### src/rtl/uart_pkg.sv
// Shared types and constants for the UART transmit path.
// States, frame widths and line levels used by tx_block.
package uart_pkg;

    typedef enum logic [2:0] {
        IDLE,
        START,
        DATA,
        PARITY,
        STOP
    } tx_state_t;

    localparam int   DATA_BITS   = 8;
    localparam logic START_LEVEL = 1'b0;
    localparam logic STOP_LEVEL  = 1'b1;
    localparam logic IDLE_LEVEL  = 1'b1;

endpackage

### src/rtl/tx_bit_timer.sv
// Bit-period counter: counts 0..CLKS_PER_BIT-1 while enabled and wraps.
// bit_end marks the final cycle of each serial bit.
module tx_bit_timer #(
    parameter int CLKS_PER_BIT = 10
) (
    input  logic clk,
    input  logic n_rst,
    input  logic en,
    input  logic clr,
    output logic bit_end
);

    logic [7:0] count;

    assign bit_end = (count == 8'(CLKS_PER_BIT - 1));

    always_ff @(posedge clk) begin
        if (!n_rst) begin
            count <= '0;
        end else if (clr) begin
            count <= '0;
        end else if (en) begin
            count <= bit_end ? '0 : count + 8'd1;
        end
    end

endmodule

### src/rtl/tx_block.sv
// UART transmitter with one-entry holding buffer and sticky overrun flag.
// Define TX_PARITY_EN to add an even-parity bit between data and stop.
module tx_block
    import uart_pkg::*;
#(
    parameter int CLKS_PER_BIT = 10
) (
    input  logic       clk,
    input  logic       n_rst,
    input  logic       data_write,
    input  logic [7:0] tx_data,
    input  logic       err_clear,
    output logic       serial_out,
    output logic       buffer_full,
    output logic       busy,
    output logic       tx_done,
    output logic       overrun_error
);

    tx_state_t            state, state_n;
    logic [DATA_BITS-1:0] buffer;
    logic [DATA_BITS-1:0] shift, shift_n;
    logic [2:0]           bit_idx;
    logic                 bit_end;
    logic                 load;
    logic                 accept;
    logic                 full_n;
    logic                 out_n;
    logic                 done_n;
    logic                 parity_q;

    tx_bit_timer #(
        .CLKS_PER_BIT(CLKS_PER_BIT)
    ) u_timer (
        .clk    (clk),
        .n_rst  (n_rst),
        .en     (state != IDLE),
        .clr    (load),
        .bit_end(bit_end)
    );

    assign load   = buffer_full &&
                    (state == IDLE || (state == STOP && bit_end));
    assign accept = data_write && (!buffer_full || load);
    assign full_n = accept ? 1'b1 : (load ? 1'b0 : buffer_full);

    always_comb begin
        state_n = state;
        done_n  = 1'b0;
        case (state)
            IDLE:  if (load) state_n = START;
            START: if (bit_end) state_n = DATA;
            DATA: begin
                if (bit_end && bit_idx == 3'(DATA_BITS - 1)) begin
`ifdef TX_PARITY_EN
                    state_n = PARITY;
`else
                    state_n = STOP;
`endif
                end
            end
`ifdef TX_PARITY_EN
            PARITY: if (bit_end) state_n = STOP;
`endif
            STOP: begin
                if (bit_end) begin
                    done_n  = 1'b1;
                    state_n = buffer_full ? START : IDLE;
                end
            end
            default: state_n = IDLE;
        endcase
    end

    // Line level is computed from the next state so serial_out is a flop.
    always_comb begin
        shift_n = shift;
        if (load) begin
            shift_n = buffer;
        end else if (state == DATA && bit_end) begin
            shift_n = {1'b0, shift[DATA_BITS-1:1]};
        end
        case (state_n)
            IDLE:   out_n = IDLE_LEVEL;
            START:  out_n = START_LEVEL;
            DATA:   out_n = shift_n[0];
`ifdef TX_PARITY_EN
            PARITY: out_n = parity_q;
`endif
            STOP:   out_n = STOP_LEVEL;
            default: out_n = IDLE_LEVEL;
        endcase
    end

    always_ff @(posedge clk) begin
        if (!n_rst) begin
            state         <= IDLE;
            serial_out    <= IDLE_LEVEL;
            buffer_full   <= 1'b0;
            busy          <= 1'b0;
            tx_done       <= 1'b0;
            overrun_error <= 1'b0;
            bit_idx       <= '0;
        end else begin
            state       <= state_n;
            serial_out  <= out_n;
            buffer_full <= full_n;
            busy        <= (state_n != IDLE) | full_n;
            tx_done     <= done_n;
            if (data_write && !accept) begin
                overrun_error <= 1'b1;
            end else if (err_clear) begin
                overrun_error <= 1'b0;
            end
            if (state == DATA && bit_end) begin
                bit_idx <= bit_idx + 3'd1;
            end
        end
    end

    always_ff @(posedge clk) begin
        if (accept) buffer <= tx_data;
        shift <= shift_n;
    end

`ifdef TX_PARITY_EN
    always_ff @(posedge clk) begin
        if (load) parity_q <= ^buffer;
    end
`else
    assign parity_q = 1'b0;
`endif

endmodule

### config.mk
export PLATFORM = sky130hd
export DESIGN_NAME = tx_block
export DESIGN_NICKNAME = d
export VERILOG_FILES = /design/src/rtl/uart_pkg.sv /design/src/rtl/tx_bit_timer.sv /design/src/rtl/tx_block.sv
export SDC_FILE = /design/constraint.sdc
export NUM_CORES = 1
export LEC_CHECK = 0
export CORE_MARGIN = 2
export CORE_UTILIZATION = 30
export DETAILED_ROUTE_END_ITERATION = 12
export PLACE_DENSITY = 0.54
export SYNTH_ARGS = -nofsm -noshare
export SYNTH_HDL_FRONTEND = slang
export SYNTH_SLANG_ARGS = --single-unit
### constraint.sdc
create_clock -name clk -period 2.32 [get_ports clk]
set_input_delay 0.464 -clock clk [delete_from_list [all_inputs] [get_ports clk]]
set_output_delay 0.464 -clock clk [all_outputs]
set_load 0.05 [all_outputs]
Yosys cells after proc, flatten, opt, wreduce, memory -nomap -nowiden
Index checks and enable logic that the tools add are counted.
{"block": "op_classes", "add_sub_neg": 2, "n_eq_ne": 7, "muxes": 15, "n_bitwise": 2, "n_reduce_logical": 17}
{"op": "8-bit 2-to-1 mux", "n": 3}
{"op": "3-bit 2-to-1 mux", "n": 4}
{"op": "3-bit one-hot mux with 4 select lines", "n": 1}
{"op": "8-bit by 1-bit adder with 8-bit output, second input constant", "n": 1}
{"op": "8-bit by 4-bit equality test with 1-bit output, second input constant", "n": 1}
{"op": "3-bit by 1-bit equality test with 1-bit output, second input constant", "n": 2}
{"op": "3-bit by 2-bit equality test with 1-bit output, second input constant", "n": 2}
{"op": "3-bit equality test, second input constant", "n": 2}
{"op": "1-bit logical AND", "n": 6}
{"op": "1-bit 2-to-1 mux", "n": 6}
{"op": "3-bit nonzero test", "n": 2}
{"op": "2-bit nonzero test", "n": 2}
{"op": "3-bit by 1-bit adder with 3-bit output, second input constant", "n": 1}
{"op": "3-bit logical NOT", "n": 1}
{"op": "1-bit logical NOT", "n": 2}
{"op": "1-bit logical OR", "n": 2}
{"op": "1-bit one-hot mux with 2 select lines", "n": 1}
{"op": "2-bit AND reduction", "n": 1}
{"op": "2-bit OR reduction", "n": 1}
{"op": "1-bit inverter", "n": 1}
{"op": "1-bit bitwise OR", "n": 1}
{"block": "totals", "reg_bits": 35, "in_bits": 12, "out_inout_bits": 5, "wordCells": 54}

Depth between registers and ports, before layout
Gate-level depths: netlist (run 1).
{"block": "depth", "word_depth": 9, "ltp_mapped": 7, "depth_no_buf": 6}

Hierarchy
A second synthesis (run 1) with hierarchy kept.
{"block": "unflattened", "hier_cells": 143, "hier_area_um2": 1595.3}
{"mod": "tx_block", "instances": 1, "cells_per_inst": 89, "area_each_um2": 1167.4, "seq_area_each_um2": 690.7}
{"mod": "tx_bit_timer", "instances": 1, "cells_per_inst": 54, "area_each_um2": 427.9, "seq_area_each_um2": 160.2}

Worst setup path after synthesis (run 1)
No wires, ideal clock.
{"block": "synth_timing", "kind": "flip-flop to flip-flop", "startpoint": "reg u_timer.count[0]", "endpoint": "reg buffer[0] (enable)", "setup_ns": 0.332, "arrival_ns": 1.534, "required_time_ns": 1.988, "path_slack_ns": 0.454, "path_stages_with_launch": 6, "n_path_buf": 0, "synth_period_minus_slack_ns": 1.866, "path_cell_list": "dfxtp_1 > ha_1 > nor4b_4 > a21boi_2 > o31ai_1 > and2_1"}
{"block": "synth_between", "elab_chain_len": 6}
{"element": "start, declared", "line": "tx_bit_timer.sv:13", "source": "logic [7:0] count;"}
{"element": "start signal, assigned", "line": "tx_bit_timer.sv:23", "source": "count <= bit_end ? '0 : count + 8'd1;"}
{"element": "8-bit by 4-bit equality test with 1-bit output", "line": "tx_bit_timer.sv:15", "source": "assign bit_end = (count == 8'(CLKS_PER_BIT - 1));"}
{"element": "1-bit logical AND", "line": "tx_block.sv:43", "source": "(state == IDLE || (state == STOP && bit_end));"}
{"element": "1-bit logical OR", "line": "tx_block.sv:43"}
{"element": "1-bit logical AND", "line": "tx_block.sv:42", "source": "assign load = buffer_full &&"}
{"element": "1-bit logical OR", "line": "tx_block.sv:44", "source": "assign accept = data_write && (!buffer_full || load);"}
{"element": "1-bit logical AND", "line": "tx_block.sv:44"}
{"element": "via accept", "line": "tx_block.sv:26", "source": "logic accept;"}
{"element": "end signal, assigned", "line": "tx_block.sv:122", "source": "if (accept) buffer <= tx_data;"}
{"element": "end, declared", "line": "tx_block.sv:21", "source": "logic [DATA_BITS-1:0] buffer;"}
The timed path passes the listed nets, and every way through them passes these cells.
A chain may end at the register's enable or synchronous reset.

Worst setup path in the final report (run 1)
{"block": "layout_timing", "startpoint": "reg u_timer.count[1]", "endpoint": "reg shift[2] (enable)"}
{"block": "layout_between", "elab_chain_len": 5, "elab_cells_between_ends": 6, "classes_between": "eq/ne: 1; reduce/logical: 5"}
{"element": "8-bit by 4-bit equality test with 1-bit output (*)", "line": "tx_bit_timer.sv:15"}
{"element": "1-bit logical AND", "line": "tx_block.sv:43"}
{"element": "1-bit logical OR", "line": "tx_block.sv:43"}
{"element": "1-bit logical AND", "line": "tx_block.sv:42"}
{"element": "2-bit nonzero test (no line) (*)"}
{"element": "end signal, assigned", "line": "tx_block.sv:123", "source": "shift <= shift_n;"}
{"element": "end, declared", "line": "tx_block.sv:22", "source": "logic [DATA_BITS-1:0] shift, shift_n;"}
Mark *: on every way between the ends. The rest lies on a longest branch, timed or not.

==> qor.yml, run 1 <==
status: "finished, final reports clean"
syn_nets: 142
fill_cells: 500
leakagePower_uw: 0.000653
die_area_um2: 5690
grt_pass1_wl_um: 4770
dp_hpwl_um: 2110
cts_tree: "done"
gp_congestion: 0.776
critPathRequiredTime_ps: 2340
reg2regPathDepth: 6
grt_pass1_vias: 995
topRoutingLayerUsed: "met4"
first_pass_iters: 4
antenna_cells: 0
synth.yosys.seq_area_share_pct: 55.6
synthDistinctLibCells: 42
tightest_slew_ps: 588
wl_um: 2810
cts_setup_buffers: 0
finalSetupViolations: 0
synth_fa_ha_area_share_pct: 3.27
synth_top_family_by_area: "simple AND/OR/NAND/NOR gates"
dp.cells: 207
dr_wl_met2_um: 1400
row_count: 25
path_clk_slew_ps: 70
maxSlewViolCount: 0
worstReg2RegEnd: "shift[2]"
synth_flop_cell: "dfxtp_1"
synth_xor_area_share_pct: 4.58
wl_per_cell_um: 13.1
portBuffers: 16
synthMuxAreaShare_pct: 2.62
synth_cells: 126
multi_input_area_um2: 612
ant_nets: 0
cp_max_fo: 11
end_kind: "flop"
yosysWarnings: 0
syn_area_per_cell_um2: 12.1
r2r_slack_ps: 250
grt_usage_pct: 11.4
cts-root-buf: "clkbuf_8"
final_nets: 163
ff_latch_area_um2: 851
maxCapViolations: 0
wl_met3_um: 99
synth_compound_area_share_pct: 13.1
drive_above_1_share_pct: 16.9
r2r-start: "u_timer.count[1]"
max_slew_margin_pct: 60.5
wl_met1_um: 1250
max-vdd-ir-drop_uv: 364
area_growth_syn_to_layout_pct: 19.8
die_h_um: 75.4
fin_cells: 215
antenna_found_initial: 0
fmax_mhz: 483
synth_area_um2: 1530
grt_start_max_net_pins: 14
ys_ff_latch: 35
floorplan.initialDensity_pct: 31.8
cp-startpoint: "u_timer.count[1]"
powerDensity_nw_per_um2: 667
finalSetupTns_ps: 0
synth-simple-area-share_pct: 16.4
setup_slack_ps: 249
core_um2: 4820
grt-ovfl-total: 0
hold_depth: 2
clock_path_buffers: 2
via_per_inst: 4.74
hp-start: "overrun_error"
clock_latency_ps: 290
holdBufCountCts: 0
final_common_cell: "dfxtp_1"
fin_crit_ps: 2070
final-hold-violation-count: 0
final_cell_mix: "dfxtp_1 (20), clkdlybuf4s50_1 (16), edfxtp_1 (15)"
synth_edf_count: 15
async_flop_share_pct: 0
ioPinCount: 17
min_path_type: "reg2reg"
fin_crit_sh_pct: 89.2
num_vias: 1019
dp_slack_ps: 259
cp.arrival_ps: 2090
fin_skew_ps: 4.18
start_kind: "flop"
crit_type: "reg2reg"
hold_end: "overrun_error"
drc_errors: 0
cts_resized: 0
htreeDepth: 2
cts_buffers: 5
die_w_um: 75.4
drt_iter0_drc: 29
rsz0062_at_grt: "false"
clock-sinks: 35
[where the power goes]
| group | internal (uW) | leakage (uW) | total (uW) | switching, uW |
|---|---|---|---|---|
| Combinational | 50.0 | 0.000306 | 104 | 54.0 |
| Clock | 210 | 0.0000412 | 430 | 221 |
| Sequential | 671 | 0.000306 | 688 | 16.6 |
[layout make-up]
class / instances / share of cell area (%)
sequential: 35 / 46.4
tap: 67 / 4.57
clock buffer: 6 / 3.96
inverter: 5 / 1.02
multi-input combinational: 81 / 33.4
timing repair buffer: 19 / 9.97
clock inverter: 2 / 0.683
[cell families after synthesis]
family	count (synthesis)
buf+inv	10
fa+ha+maj	4
mux	4
compound gates	22
xor+xnor	8
simple gates	43
flops	35
[metal layers]
layer | vias up | GRT usage, %
li1 | 502 | -
met1 | 497 | 14.2
met2 | 15 | 17.8
met3 | 5 | 3.97
met4 | 0 | 5.26
met5 | - | 0
[through the flow]
step	hold WS [ps]	utilization (%)	total power [uW]	area (um^2)
6_report	481	38.1	1220	1830
5_1_grt	514	38.1	1280	1830
4_1_cts	483	38.1	1240	1830
3_5_place_dp	466	36.3	807	1750
3_3_place_gp	457	36.3	803	1750
2_1_floorplan	465	-	762	1530
[synthesized netlist by cell type, types with 3 or more instances]
cell,instances,area [um^2]
a22o_2,6,60.1
nand4_1,4,25.0
xor2_1,6,52.6
nor3_1,6,30.0
mux2i_1,4,40.0
inv_1,4,15.0
dfxtp_1,20,400
nor2_1,13,48.8
nand2_1,5,18.8
a21oi_1,4,20.0
nand2b_1,3,18.8
edfxtp_1,15,450
ha_1,4,50.1
[worst max-delay path, cell delays in order (launching register included)]
cell and delay (ps):
dfxtp_1 420, inv_1 60, ha_1 180, nor4b_4 130
a21boi_2 280, and3b_2 330, or2_2 410
[worst max path at each step]
stage / end / slack [ps]
6_report: shift[2] / 250
5_1_grt: shift[4] / 150
4_1_cts: buffer_full / 240
3_5_place_dp: shift[6] / 260
3_3_place_gp: shift[4] / 330
2_1_floorplan: buffer[0] / 450
[registers in the layout (all words and copies together), names as in the netlist]
| register | count |
|---|---|
| busy | 1 |
| buffer_full | 1 |
| shift | 8 |
| state | 3 |
| u_timer.count | 8 |
| tx_done | 1 |
| serial_out | 1 |
| bit_idx | 3 |
| overrun_error | 1 |
| buffer | 8 |
Power figures use the tool's default switching activity.
==> run 2, diff against run 1 <==
Settings changed: ABC_CLOCK_PERIOD_IN_PS set to 2320.
==> results of run 2 <==
Final layout, timing and power as in run 1 (identical DEF).
